### src/rtl/mem_pkg.sv
// Shared types for the SimpleCPU memory-port initiator: access-size codes, FSM
// states, default window base and the beat-count helper.
package mem_pkg;

  typedef enum logic [2:0] {
    SZ_WORD    = 3'b000,
    SZ_BURST4  = 3'b001,
    SZ_BURST8  = 3'b010,
    SZ_BURST16 = 3'b011,
    SZ_BYTE    = 3'b100,
    SZ_HALF    = 3'b101
  } size_e;

  typedef enum logic [2:0] {
    ST_IDLE,
    ST_WAIT,
    ST_ISSUE,
    ST_DATA,
    ST_WDONE,
    ST_ERR
  } state_e;

  localparam logic [31:0] DEF_START_ADDR = 32'h8002_0000;

  function automatic logic [4:0] beats_for_size(input logic [2:0] sz);
    case (sz)
      SZ_BURST4:  return 5'd4;
      SZ_BURST8:  return 5'd8;
      SZ_BURST16: return 5'd16;
      default:    return 5'd1;
    endcase
  endfunction

endpackage

### src/rtl/mem_req_check.sv
// Combinational legality check for a memory request: size code, window bounds,
// alignment and write-with-burst. Shareable with other initiators.
module mem_req_check
  import mem_pkg::*;
#(
  parameter logic [31:0] START_ADDR = DEF_START_ADDR,
  parameter int unsigned SIZE       = 1024
) (
  input  logic [2:0]  i_size,
  input  logic [31:0] i_addr,
  input  logic        i_rw,
  output logic        o_illegal
);

  logic [32:0] w_len;
  logic [32:0] w_last;
  logic [32:0] w_win_end;
  logic        w_bad_size;
  logic        w_bad_align;
  logic        w_wr_burst;
  logic        w_outside;

  always_comb begin
    w_bad_size  = 1'b0;
    w_bad_align = 1'b0;
    w_wr_burst  = 1'b0;
    w_len       = 33'd4;
    case (i_size)
      SZ_WORD: w_bad_align = |i_addr[1:0];
      SZ_BURST4, SZ_BURST8, SZ_BURST16: begin
        w_len       = {26'd0, beats_for_size(i_size), 2'b00};
        w_bad_align = |i_addr[1:0];
        w_wr_burst  = i_rw;
      end
      SZ_BYTE: w_len = 33'd1;
      SZ_HALF: begin
        w_len       = 33'd2;
        w_bad_align = i_addr[0];
      end
      default: w_bad_size = 1'b1;
    endcase
    // 33-bit math so a request near 2^32 cannot wrap back into the window
    w_last    = {1'b0, i_addr} + w_len - 33'd1;
    w_win_end = {1'b0, START_ADDR} + 33'(SIZE) - 33'd1;
    w_outside = (i_addr < START_ADDR) || (w_last > w_win_end);
    o_illegal = w_bad_size | w_bad_align | w_wr_burst | w_outside;
  end

endmodule

### src/rtl/mem_burst_master.sv
// SimpleCPU memory-port initiator: single and burst accesses, local rejection of
// illegal requests. Optional WAIT timeout enabled by MEM_MASTER_TIMEOUT_EN.
//
// state    | meaning
// IDLE     | req_ready high, latch request on req_valid
// WAIT     | legal request held while mem_busy is high
// ISSUE    | one-cycle mem_enable strobe
// DATA     | collect N read beats, one response pulse per beat
// WDONE    | write completion pulse
// ERR      | error pulse, memory untouched
module mem_burst_master
  import mem_pkg::*;
#(
  parameter logic [31:0] START_ADDR = DEF_START_ADDR,
  parameter int unsigned SIZE       = 1024,
  parameter int unsigned TIMEOUT    = 64
) (
  input  logic        clk,
  input  logic        rst,
  input  logic        req_valid,
  output logic        req_ready,
  input  logic        req_rw,
  input  logic [2:0]  req_size,
  input  logic [31:0] req_addr,
  input  logic [31:0] req_wdata,
  output logic        resp_valid,
  output logic [31:0] resp_data,
  output logic [3:0]  resp_index,
  output logic        resp_last,
  output logic        resp_err,
  output logic        mem_enable,
  output logic [31:0] mem_addr,
  output logic [2:0]  mem_access_size,
  output logic        mem_rw,
  output logic [31:0] mem_din,
  input  logic [31:0] mem_dout,
  input  logic        mem_busy
);

  state_e      r_state;
  logic [3:0]  r_beat;
  logic        r_rw;
  logic [2:0]  r_size;
  logic [31:0] r_addr;
  logic [31:0] r_wdata;
  logic        r_req_ready;
  logic        r_resp_valid;
  logic [31:0] r_resp_data;
  logic [3:0]  r_resp_index;
  logic        r_resp_last;
  logic        r_resp_err;
  logic        r_mem_enable;
  logic [31:0] r_mem_addr;
  logic [2:0]  r_mem_size;
  logic        r_mem_rw;
  logic [31:0] r_mem_din;

  logic        w_illegal;
  logic [4:0]  w_n;
  logic        w_beat_last;
  logic [31:0] w_rdata;

`ifdef MEM_MASTER_TIMEOUT_EN
  localparam int TW = (TIMEOUT > 1) ? $clog2(TIMEOUT) : 1;
  logic [TW-1:0] r_tmo;
`endif

  mem_req_check #(
    .START_ADDR(START_ADDR),
    .SIZE      (SIZE)
  ) u_check (
    .i_size   (req_size),
    .i_addr   (req_addr),
    .i_rw     (req_rw),
    .o_illegal(w_illegal)
  );

  assign w_n         = beats_for_size(r_size);
  assign w_beat_last = ({1'b0, r_beat} == (w_n - 5'd1));

  always_comb begin
    case (r_size)
      SZ_BYTE: w_rdata = {24'd0, mem_dout[7:0]};
      SZ_HALF: w_rdata = {16'd0, mem_dout[15:0]};
      default: w_rdata = mem_dout;
    endcase
  end

  always_ff @(posedge clk or posedge rst) begin
    if (rst) begin
      r_state      <= ST_IDLE;
      r_beat       <= '0;
      r_rw         <= 1'b0;
      r_size       <= '0;
      r_addr       <= '0;
      r_wdata      <= '0;
      r_req_ready  <= 1'b1;
      r_resp_valid <= 1'b0;
      r_resp_data  <= '0;
      r_resp_index <= '0;
      r_resp_last  <= 1'b0;
      r_resp_err   <= 1'b0;
      r_mem_enable <= 1'b0;
      r_mem_addr   <= '0;
      r_mem_size   <= '0;
      r_mem_rw     <= 1'b0;
      r_mem_din    <= '0;
`ifdef MEM_MASTER_TIMEOUT_EN
      r_tmo        <= '0;
`endif
    end else begin
      // response and strobe outputs are single-cycle pulses
      r_mem_enable <= 1'b0;
      r_resp_valid <= 1'b0;
      r_resp_err   <= 1'b0;
      r_resp_last  <= 1'b0;
      r_resp_data  <= '0;
      r_resp_index <= '0;
      case (r_state)
        ST_IDLE: begin
          if (req_valid) begin
            r_rw        <= req_rw;
            r_size      <= req_size;
            r_addr      <= req_addr;
            r_wdata     <= req_wdata;
            r_req_ready <= 1'b0;
            if (w_illegal) begin
              r_state      <= ST_ERR;
              r_resp_valid <= 1'b1;
              r_resp_err   <= 1'b1;
              r_resp_last  <= 1'b1;
            end else if (mem_busy) begin
              r_state <= ST_WAIT;
`ifdef MEM_MASTER_TIMEOUT_EN
              r_tmo   <= TW'(TIMEOUT - 1);
`endif
            end else begin
              r_state      <= ST_ISSUE;
              r_mem_enable <= 1'b1;
              r_mem_addr   <= req_addr;
              r_mem_size   <= req_size;
              r_mem_rw     <= req_rw;
              r_mem_din    <= req_wdata;
            end
          end
        end
        ST_WAIT: begin
          if (!mem_busy) begin
            r_state      <= ST_ISSUE;
            r_mem_enable <= 1'b1;
            r_mem_addr   <= r_addr;
            r_mem_size   <= r_size;
            r_mem_rw     <= r_rw;
            r_mem_din    <= r_wdata;
`ifdef MEM_MASTER_TIMEOUT_EN
            r_tmo        <= '0;
`endif
          end
`ifdef MEM_MASTER_TIMEOUT_EN
          else if (r_tmo == '0) begin
            r_state      <= ST_ERR;
            r_resp_valid <= 1'b1;
            r_resp_err   <= 1'b1;
            r_resp_last  <= 1'b1;
          end else begin
            r_tmo <= r_tmo - TW'(1);
          end
`endif
        end
        ST_ISSUE: begin
          if (r_rw) begin
            r_state      <= ST_WDONE;
            r_resp_valid <= 1'b1;
            r_resp_last  <= 1'b1;
          end else begin
            r_state <= ST_DATA;
            r_beat  <= '0;
          end
        end
        ST_DATA: begin
          r_resp_valid <= 1'b1;
          r_resp_data  <= w_rdata;
          r_resp_index <= r_beat;
          if (w_beat_last) begin
            r_resp_last <= 1'b1;
            r_beat      <= '0;
            r_state     <= ST_IDLE;
            r_req_ready <= 1'b1;
          end else begin
            r_beat <= r_beat + 4'd1;
          end
        end
        ST_WDONE, ST_ERR: begin
          r_state     <= ST_IDLE;
          r_req_ready <= 1'b1;
        end
        default: begin
          r_state     <= ST_IDLE;
          r_req_ready <= 1'b1;
        end
      endcase
    end
  end

  assign req_ready       = r_req_ready;
  assign resp_valid      = r_resp_valid;
  assign resp_data       = r_resp_data;
  assign resp_index      = r_resp_index;
  assign resp_last       = r_resp_last;
  assign resp_err        = r_resp_err;
  assign mem_enable      = r_mem_enable;
  assign mem_addr        = r_mem_addr;
  assign mem_access_size = r_mem_size;
  assign mem_rw          = r_mem_rw;
  assign mem_din         = r_mem_din;

endmodule

### config.mk
export PLATFORM = sky130hd
export DESIGN_NAME = mem_burst_master
export DESIGN_NICKNAME = d
export VERILOG_FILES = /design/src/rtl/mem_pkg.sv /design/src/rtl/mem_req_check.sv /design/src/rtl/mem_burst_master.sv
export SDC_FILE = /design/constraint.sdc
export NUM_CORES = 1
export LEC_CHECK = 0
export CAP_MARGIN = 0
export CORE_ASPECT_RATIO = 1.1
export CORE_UTILIZATION = 46
export CTS_CLUSTER_DIAMETER = 40
export DETAILED_ROUTE_END_ITERATION = 16
export GPL_TIMING_DRIVEN = 0
export PLACE_DENSITY = 0.85
export SLEW_MARGIN = 20
export SYNTH_ARGS = -nofsm -noshare
export SYNTH_HDL_FRONTEND = slang
export SYNTH_SLANG_ARGS = --single-unit
export TNS_END_PERCENT = 5
### constraint.sdc
create_clock -name clk -period 5.81 [get_ports clk]
set_input_delay 1.162 -clock clk [delete_from_list [all_inputs] [get_ports clk]]
set_output_delay 1.162 -clock clk [all_outputs]
set_load 0.005 [all_outputs]
Word-level counts from Yosys, hierarchy flattened
Cells that the tools add are included.
Widths: inputs -> output; s select.
- $add $sub $neg: 4
- multiply operators: 0
- div/mod/pow operators: 0
- magnitude comparators: 2
- eq/ne operators: 20
- shift operators: 0
- mux-type cells: 53
- bitwise gates (word level): 4
- reductions and logical operators: 15
- operator list (cell ; number):
    $mux 32 ; 9
    $pmux 32 s2 ; 3
    $add 32x7->33 ; 1
    $gt 33x32->1 const B ; 1
    $sub 33x1->33 const B ; 1
    $lt 32x32->1 const B ; 1
    $pmux 5 s3 ; 2
    $mux 3 ; 9
    $pmux 7 s3 ; 1
    $eq 3x2->1 const B ; 6
    $mux 1 ; 16
    $eq 3x3->1 const B ; 4
    $mux 4 ; 3
    $ne 2x2->1 const B ; 6
    $pmux 3 s4 ; 1
    $eq 3x1->1 const B ; 3
    $pmux 1 s3 ; 3
    $pmux 4 s2 ; 1
    $logic_not 3->1 ; 2
    $pmux 1 s2 ; 3
    $pmux 3 s2 ; 1
    $reduce_and 3->1 ; 2
    $reduce_or 6->1 ; 1
    $eq 4x5->1 ; 1
    12 further kinds ; 17
- register bits after elaboration: 184
- latch bits: 0
- RAM bits: 0
- memory bits (read-only): 0
- output and inout port bits: 109
- logic and storage cells: 115
- memories kept: 0

Longest topological paths before layout
Gate-level depths: netlist of the first run.
- word-level depth: 11
- depth in mapped cells: 20
- depth with buffers taken out: 16

Modules after synthesis
Synthesis of the first run repeated with hierarchy kept, for this count alone.
- cell total of the unflattened synthesis: 946
- area, all modules: 9902.0 um2
- by module, submodules not included (module ; times used ; cells each ; area an instance (um2) ; sequential area each (um2)):
    mem_burst_master ; 1 ; 591 ; 7454.6 ; 4605.7
    mem_req_check ; 1 ; 355 ; 2447.3 ; 0.0

Worst setup path after synthesis of the first run
OpenSTA, ideal clock, no wires.
- path kind: input to register
- start: input req_size[0]
- end: register r_mem_din[0] (netlist: mem_din[0])
- arrival: 5.202 ns
- required time: 5.685 ns
- setup slack: 0.483 ns
- stages on the path: 18
- cell sequence: clkbuf_1 or3b_2 ha_1 inv_1 ha_1 o211ai_1 o21ai_2 a31oi_1 a211oi_2 nor3_1 mux2_1 or4_1 o31ai_2 a32o_1 buf_4 buf_8 buf_12 mux2_4
- word-level cells in the longest chain between the ends: 10
- elaborated cells on any way between the ends: 23
- those cells by class: add/sub (2); order compare (1); eq/ne (6); mux (5); bitwise (3); reduce/logical (6)
- RTL lines (what ; line ; source):
    start, declared ; mem_burst_master.sv:23 ; input logic [2:0] req_size,
    $eq 3x2->1 or $eq 3x1->1 (tied branches) ; n/a ;
    $pmux 5 s3 or $reduce_or 3->1 (tied branches) ; n/a ;
    $pmux 7 s3 ; mem_req_check.sv:28 ; case (i_size)
    $add 32x7->33 ; mem_req_check.sv:43 ; w_last = {1'b0, i_addr} + w_len - 33'd1;
    $sub 33x1->33 ; mem_req_check.sv:43 ;
    $gt 33x32->1 ; mem_req_check.sv:45 ; w_outside = (i_addr < START_ADDR) || (w_last > w_win_end);
    $logic_or 1x1->1 ; mem_req_check.sv:45 ;
    $or 1x1->1 * ; mem_req_check.sv:46 ; o_illegal = w_bad_size | w_bad_align | w_wr_burst | w_outside;
    $ne 2x2->1 (no line) * ; n/a ;
    $reduce_and 5->1 (no line) * ; n/a ;
    end signal, assigned ; mem_burst_master.sv:143 ; r_mem_din <= req_wdata;
    end signal, assigned ; mem_burst_master.sv:154 ; r_mem_din <= r_wdata;
    end, declared ; mem_burst_master.sv:56 ; logic [31:0] r_mem_din;
Every way passes the cells marked *; elsewhere a longest branch is shown, timed or not.
A chain may end at the register's enable or synchronous reset.

Final worst setup path of the first run
- start: input req_addr[1]
- end: register r_mem_addr[19] (netlist: mem_addr[19])
- word-level cells in the longest chain between the ends: 7
- elaborated cells on any way between the ends: 12
- those cells by class: add/sub (2); order compare (2); eq/ne (1); mux (1); bitwise (3); reduce/logical (3)
- RTL lines (what ; line ; source):
    start, declared ; mem_burst_master.sv:24 ; input logic [31:0] req_addr,
    $add 32x7->33 or $reduce_or 2->1 (tied branches) ; mem_req_check.sv:43, mem_req_check.sv:29, mem_req_check.sv:32 ;
    $sub 33x1->33 or $pmux 1 s2 (tied branches) ; mem_req_check.sv:43, mem_req_check.sv:28 ;
    $gt 33x32->1 or $or 1x1->1 (tied branches) ; mem_req_check.sv:45, mem_req_check.sv:46 ;
    $logic_or 1x1->1 or $or 1x1->1 (tied branches) ; mem_req_check.sv:45, mem_req_check.sv:46 ;
    $or 1x1->1 * ; mem_req_check.sv:46 ;
    $ne 2x2->1 (no line) * ; n/a ;
    $reduce_and 5->1 (no line) * ; n/a ;
    end signal, assigned ; mem_burst_master.sv:140 ; r_mem_addr <= req_addr;
    end signal, assigned ; mem_burst_master.sv:151 ; r_mem_addr <= r_addr;
    end, declared ; mem_burst_master.sv:53 ; logic [31:0] r_mem_addr;
Marks and branches as above.

==> results by group, run 1 <==
Clock tree
  – Worst-path clk slew: 0.07 ns
  – H-tree levels: 4
  – Clock root buffer: clkbuf_16
  – Clock sinks: 184
  – Worst-Skew Late Latency: 0.42 ns
  – CTS buffer count: 17
  – CTS tree: done
  – Clock Path Buffers: 2

Critical path
  – Crit path arrival time: 5.80 ns
  – Setup Crit Path Kind: primary input to flip-flop
  – WP data required: 6.12 ns
  – R2R cell count: 7
  – CP max FO: 10
  – CP delay by family, top: compound AO/OA/AOI/OAI gates
  – Worst-path cell chain: clkdlybuf4s50_1, inv_1, ha_1, inv_1, ha_1, a211oi_1, o21ai_2, a31oi_1, a211oi_2, nor3_1, mux2_1, or4_1, o31ai_2, a32o_1, buf_4, buf_4, mux2_2
  – Nature of the critical path endpoint: flip-flop
  – Buffers plus inverters on the worst setup path: 5
  – Critical R2R Launch: r_state[0]
  – Worst R2R Setup Slack: 2.76 ns
  – FF-to-FF End: mem_addr[30]
  – Critical Path Max Stage Delay: 0.56 ns
  – Critical Path Start Type: primary input
  – Slowest stage cell, crit path: or4_1

Min path
  – Hold path cells: 2
  – Worst Hold Class: flip-flop to flip-flop
  – Min-delay src: r_wdata[21]
  – Hold Crit Endpoint: r_wdata[21]

Logic synthesis
  – Synth area leaders: dfrtp_1 (47%), mux2_2 (11%), nand2_1 (7.7%)
  – Ys async rst share: 100%
  – Warnings, synthesis: 0
  – Post-synthesis mux area share: 12.9%
  – Synth Flop Type: dfrtp_1
  – Synth Area in Adders: 6.44%
  – Cell Area, Synth: 9830 µm²
  – Syn nets: 1,161
  – Largest family of logic cells by synthesized area: simple AND/OR/NAND/NOR gates
  – Cells after Synth: 1,007
  – Post-synthesis sequential area ratio: 46.8%
  – Synth Area in Simple Gates: 15.4%
  – Compound-gate portion of the synthesized area: 12.8%
  – Post-synthesis sequential element count: 184
  – EDFF count, synth: 0
  – Syn Area/Cell: 9.76 µm²
  – Synth Area in XOR/XNOR: 1.07%
  – Area leader, netlist: dfrtp_1
  – Synth cell types: 65
  – Post-synth top area share: 46.6%

Global routing
  – Initial antenna violation count: 0
  – Vias in the first global route: 8,187
  – Largest net degree at the start of global routing: 36
  – First-pass GRT wire length: 41.9 mm
  – Total global-route track usage: 24.5%
  – Total gr overflow: 0

Detailed routing
  – Vias: 8,142
  – Detailed-route wire length per cell: 17.2 µm
  – Final wirelength: 26.4 mm
  – Drt pass-1 iters: 5
  – DRC Markers: 0
  – DR iter-0 viols: 472
  – Detail Route Antenna Nets: 0
  – DR vias/cell: 5.29

Place
  – Half-perimeter wire length after placement: 20.2 mm
  – Port Buf Inserts: 209
  – Cell Area, Placed: 12,400 µm²
  – GP Congestion: 0.926
  – Placed cells: 1,506

Cells and area
  – Fillers: 1,688
  – Area Growth Syn to Fin: 32.2%
  – Final #Nets: 1,394
  – ANT cells: 0
  – Layout cell share with drive strength beyond 1: 13.2%
  – Fin area: 13,000 µm²
  – Fin cells: 1,538
  – Fin util: 62.6%

Power and ir drop
  – Maximum vdd drop: 0.215 mV
  – Power Density: 437 nW/µm²
  – Leakage: 5.86 nW

STA
  – Endpoints failing setup: 0
  – RSZ-0062 raised after global routing: false
  – Slew headroom: 51.5%
  – Worst Max-Slew Pin Slew: 0.727 ns
  – Final Slew Violations: 0
  – Tmin final: 5.49 ns
  – Final setup TNS: 0 ns
  – Final Hold Violating Endpoints: 0
  – Clock skew: 0.0102 ns
  – Final period utilization: 94.5%
  – Peak Freq: 182 MHz

Floorplanning
  – Row cnt: 55
  – Die height: 155 µm
  – DIE WIDTH: 141 µm
  – Initial Utilization: 47.3%
  – Die area: 22,000 µm²
  – I/O pins: 213
  – Core footprint: 20,800 µm²

Flow run
  – Max-Cap Viols: 0

Status
  – Outcome: completed
sequential cells by signal, summed over array words and instances, names as in the netlist, 3 cells and up:
signal,count
mem_din,32
resp_index,4
r_beat,4
resp_data,32
mem_access_size,3
r_wdata,32
r_state,3
r_size,3
r_addr,32
mem_addr,32
Yosys cell counts, types with 6 or more instances:
library cell,count
mux2_4,9
and2_1,25
nor2b_1,9
buf_4,6
nand2b_1,8
dfrtp_1,183
a31oi_1,9
nand4_1,7
clkbuf_1,39
ha_1,49
and3_1,17
mux2_2,97
nor2_1,34
o21ai_0,105
xnor2_1,10
a21oi_1,44
a211oi_1,6
nand2_1,202
inv_1,58
nor3_1,9
per-stage QoR:
| step | power, W | hold slack [ns] | setup slack (ns) |
|---|---|---|---|
| global placement | 0.00441 | 0.451 | -0.202 |
| detailed placement | 0.00452 | 0.459 | -0.228 |
| finish | 0.00568 | 0.478 | 0.320 |
| global route | 0.00604 | 0.486 | 0.0589 |
| floorplan | 0.00341 | 0.440 | 0.483 |
| CTS | 0.00572 | 0.477 | 0.194 |
worst max path at each step:
stage | start | to | slack [ns] | cells after the start
final | req_addr[1] | mem_addr[19] | 0.32 | 17
after global routing | req_size[1] | mem_addr[19] | 0.06 | 18
after CTS | req_size[2] | mem_addr[19] | 0.19 | 18
after detailed placement | req_size[2] | mem_addr[19] | -0.23 | 18
after global placement | req_size[2] | mem_addr[19] | -0.20 | 19
after floorplan | req_size[0] | mem_din[0] | 0.48 | 18
worst min-delay path, stage by stage (launching register included):
cell and delay [ns]:
dfrtp_1 0.34, nand2_1 0.05, nand2_1 0.06
metal layers:
metal / track usage (%) / vias to the layer above / part of all wire [%]
li1: - / 3927 / -
met1: 29.9 / 3956 / 43
met2: 44.7 / 226 / 51
met3: 3.20 / 33 / 4.3
met4: 7.53 / 0 / 1.8
met5: 0 / - / 0
placed cells by master, fill, tap and decap left out, types with 6 or more instances in the layout:
| master | n |
|---|---|
| nand4_1 | 7 |
| clkdlybuf4s50_1 | 209 |
| and2_1 | 25 |
| a31oi_1 | 9 |
| and3_1 | 17 |
| ha_1 | 49 |
| mux2_2 | 97 |
| clkbuf_1 | 38 |
| nand2b_1 | 8 |
| buf_4 | 6 |
| clkbuf_16 | 17 |
| nor3_1 | 9 |
| nand2_1 | 202 |
| nor2b_1 | 9 |
| o21ai_0 | 105 |
| nor2_1 | 34 |
| buf_12 | 6 |
| xnor2_1 | 10 |
| dfrtp_1 | 183 |
| mux2_4 | 9 |
| a21oi_1 | 44 |
| inv_1 | 57 |
| a211oi_1 | 6 |
report_power, final:
part / total, W / switching [W] / internal (W)
logic: 0.00240 / 0.00112 / 0.00127
clock network: 0.00119 / 0.000569 / 0.000622
registers: 0.00209 / 0.000282 / 0.00181
logic make-up (layout without fill, tap and decap cells):
| family | Yosys count | count (layout) |
|---|---|---|
| and+or+nand+nor | 334 | 334 |
| AOI/OAI and AO/OA | 211 | 211 |
| DFF | 184 | 184 |
| muxes | 110 | 110 |
| buffers and inverters | 106 | 352 |
| adders and majority gates | 50 | 50 |
| xor gates and xnor gates | 12 | 12 |
area by class of cell:
cell class	instances	area, µm²	share of cell area, %
Multi-Input combinational cell	717	4780	36.7
Tap cell	285	357	2.74
Inverter	58	221	1.70
Timing Repair Buffer	214	2190	16.9
Buffer	48	234	1.80
Clock buffer	18	429	3.30
Clock inverter	14	185	1.42
Sequential cell	184	4610	35.4
repair_timing:
item                                   CTS  global route
gates resized for setup                  0             4
setup endpoints to repair                0            68
hold buffers                             0             0
setup buffers                            0             0
endpoints found under the hold margin    0             0
Note: power is estimated with default switching activity, not from simulation.
==> inputs of run 2 (changes only) <==
CORE_MARGIN = 2   (was unset)
PLACE_DENSITY = unset   (was 0.85)
PLACE_DENSITY_LB_ADDON = 0.1   (was unset)
SKIP_LAST_GASP = 1   (was unset)
==> results by group, run 2 (same netlist as run 1, synthesis figures left out) <==
Min path
  – Hold Crit Endpoint: r_wdata[2] (was r_wdata[21])
  – Min-delay src: r_wdata[2] (was r_wdata[21])
  – Worst Hold Class: flip-flop to flip-flop (unchanged)
  – Hold path cells: 2 (unchanged)

Detailed routing
  – Vias: 7,984 (was 8,142)
  – Detail Route Antenna Nets: 0 (unchanged)
  – DRC Markers: 0 (unchanged)
  – Final wirelength: 25.0 mm (was 26.4 mm)
  – DR iter-0 viols: 399 (was 472)
  – Drt pass-1 iters: 6 (was 5)
  – Detailed-route wire length per cell: 16.2 µm (was 17.2 µm)
  – DR vias/cell: 5.17 (was 5.29)

Status
  – Outcome: completed (unchanged)

Clock tree
  – Postcts setup bufs: 0 (unchanged)
  – Worst-Skew Late Latency: 0.44 ns (was 0.42 ns)
  – CTS buffer count: 17 (unchanged)
  – H-tree levels: 4 (unchanged)
  – Clock root buffer: clkbuf_16 (unchanged)
  – Worst-path clk slew: 0.07 ns (about the same)
  – Clock Path Buffers: 2 (unchanged)
  – Clock sinks: 184 (unchanged)
  – CTS tree: done (unchanged)

Floorplanning
  – Initial Utilization: 46.5% (was 47.3%)
  – I/O pins: 213 (unchanged)
  – Die area: 22,600 µm² (was 22,000 µm²)
  – Die height: 157 µm (was 155 µm)
  – DIE WIDTH: 143 µm (was 141 µm)
  – Core footprint: 21,200 µm² (was 20,800 µm²)
  – Row cnt: 56 (was 55)

Power and ir drop
  – Leakage: 5.84 nW (was 5.86 nW)
  – Power Density: 430 nW/µm² (was 437 nW/µm²)
  – Maximum vdd drop: 0.260 mV (was 0.215 mV)

STA
  – Final period utilization: 95.9% (was 94.5%)
  – Clock skew: 0.0160 ns (was 0.0102 ns)
  – Tmin final: 5.57 ns (was 5.49 ns)
  – Final Slew Violations: 0 (unchanged)
  – Final Hold Violating Endpoints: 0 (unchanged)
  – Worst Max-Slew Pin Slew: 0.721 ns (was 0.727 ns)
  – Endpoints failing setup: 0 (unchanged)
  – Peak Freq: 180 MHz (was 182 MHz)
  – Hold Slack: 0.476 ns (was 0.478 ns)
  – Final WS setup: 0.240 ns (was 0.320 ns)
  – RSZ-0062 raised after global routing: false (unchanged)
  – Slew headroom: 51.9% (was 51.5%)

Cells and area
  – ANT cells: 0 (unchanged)
  – Final #Nets: 1,394 (unchanged)
  – Area Growth Syn to Fin: 32.0% (was 32.2%)
  – Fin cells: 1,543 (was 1,538)
  – Fin area: 13,000 µm² (about the same)
  – Most frequent cells in the layout: clkdlybuf4s50_1 (209), nand2_1 (202), dfrtp_1 (183) (unchanged)
  – Layout cell share with drive strength beyond 1: 13.2% (about the same)
  – Commonest non-fill, non-tap cell in the layout: clkdlybuf4s50_1 (unchanged)
  – Fillers: 1,834 (was 1,688)

Critical path
  – R2R cell count: 7 (unchanged)
  – Nature of the critical path endpoint: flip-flop (unchanged)
  – Crit path arrival time: 5.88 ns (was 5.80 ns)
  – Critical Path Start Type: primary input (unchanged)
  – Critical R2R Launch: r_state[0] (unchanged)
  – CP max FO: 10 (unchanged)
  – FF-to-FF End: mem_addr[29] (was mem_addr[30])
  – Setup Crit Path Kind: primary input to flip-flop (unchanged)
  – WP data required: 6.12 ns (about the same)
  – Worst R2R Setup Slack: 2.76 ns (about the same)

Global routing
  – Total gr overflow: 0 (unchanged)
  – Met3 Resource Use GR: 3.35% (was 3.20%)
  – First-pass GRT wire length: 40.1 mm (was 41.9 mm)
  – Global routing usage on met2: 39.6% (was 44.7%)
  – Largest net degree at the start of global routing: 34 (was 36)
  – Routing usage on met1: 29.3% (was 29.9%)
  – Most used routing layer: met2 (unchanged)
  – Total global-route track usage: 22.6% (was 24.5%)
  – Initial antenna violation count: 0 (unchanged)
  – Vias in the first global route: 7,909 (was 8,187)

Place
  – GP Congestion: 0.927 (was 0.926)
  – Cell Area, Placed: 12,400 µm² (about the same)
  – Half-perimeter wire length after placement: 19.0 mm (was 20.2 mm)
  – Post-Place Setup Slack: -0.265 ns (was -0.228 ns)
  – Port Buf Inserts: 209 (unchanged)
  – Placed cells: 1,511 (was 1,506)

Flow run
  – Max-Cap Viols: 0 (unchanged)
[run 2: cell count changes in the layout (fill, tap and decap cells not counted)]
cell        before  now
clkinv_8         5    4
bufinv_16        1    0
clkbuf_1        38   39
clkinvlp_4       2    3
clkbuf_2         2    1
inv_6            3    1
clkinv_4         2    3
inv_8            2    4
[run 2: cell type report]
cell class | instances | area [µm²] | share of cell area [%]
well taps | 290 | 363 | 2.79
flip-flops and latches | 184 | 4610 | 35.5
clock inverters | 14 | 160 | 1.23
clock buffers | 18 | 429 | 3.31
repair buffers | 214 | 2190 | 16.9
plain buffers | 48 | 233 | 1.79
inverters | 58 | 221 | 1.71
multi-input cells | 717 | 4780 | 36.8
[run 2: routing by layer]
metal  share of wire [%]  vias to the layer above
met4                 1.0                        0
li1                    -                     3920
met2                  51                      193
met1                  44                     3851
met3                 4.1                       20
met5                   0                        -
[run 2: timing repair]
item / 4_1_cts / 5_1_grt
setup endpoints to repair: 0 / 59
hold buffers: 0 / 0
gates resized for setup: 0 / 2
[run 2: stage by stage]
stage	util, %	power, W	setup TNS (ns)
3_3_place_gp	58.1	0.00442	-14.08
3_5_place_dp	58.6	0.00448	-14.51
4_1_cts	61.3	0.00564	0
2_1_floorplan	-	0.00341	0
5_1_grt	61.4	0.00599	0
6_report	61.4	0.00558	0
[run 2: worst max-delay path by stage]
stage	startpoint	endpoint	cells after the start
2_1_floorplan	req_size[0]	mem_din[0]	18
3_3_place_gp	req_size[2]	mem_addr[16]	18
3_5_place_dp	req_size[2]	mem_addr[21]	18
4_1_cts	req_size[2]	mem_addr[16]	18
5_1_grt	req_size[0]	mem_din[4]	19
6_report	req_addr[2]	mem_addr[15]	17
[run 2: critical path: stages]
cell	delay [ns]
clkdlybuf4s50_1	0.45
inv_1	0.07
ha_1	0.29
inv_1	0.11
ha_1	0.24
a211oi_1	0.37
o21ai_2	0.13
a31oi_1	0.37
a211oi_2	0.16
nor3_1	0.26
mux2_1	0.34
or4_1	0.57
o31ai_2	0.37
a32o_1	0.22
buf_4	0.15
buf_4	0.25
mux2_2	0.36
[run 2: where the power goes]
part | switching [W] | leakage, nW | internal [W]
clock network | 0.000563 | 0.280 | 0.000577
registers | 0.000266 | 2.32 | 0.00181
logic | 0.00109 | 3.25 | 0.00127
total | 0.00192 | 5.84 | 0.00366
==> inputs of run 3 (changes only) <==
TNS_END_PERCENT = unset   (was 5)
==> results of run 3 <==
No change in the layout: final DEF, timing and power equal those of run 2.
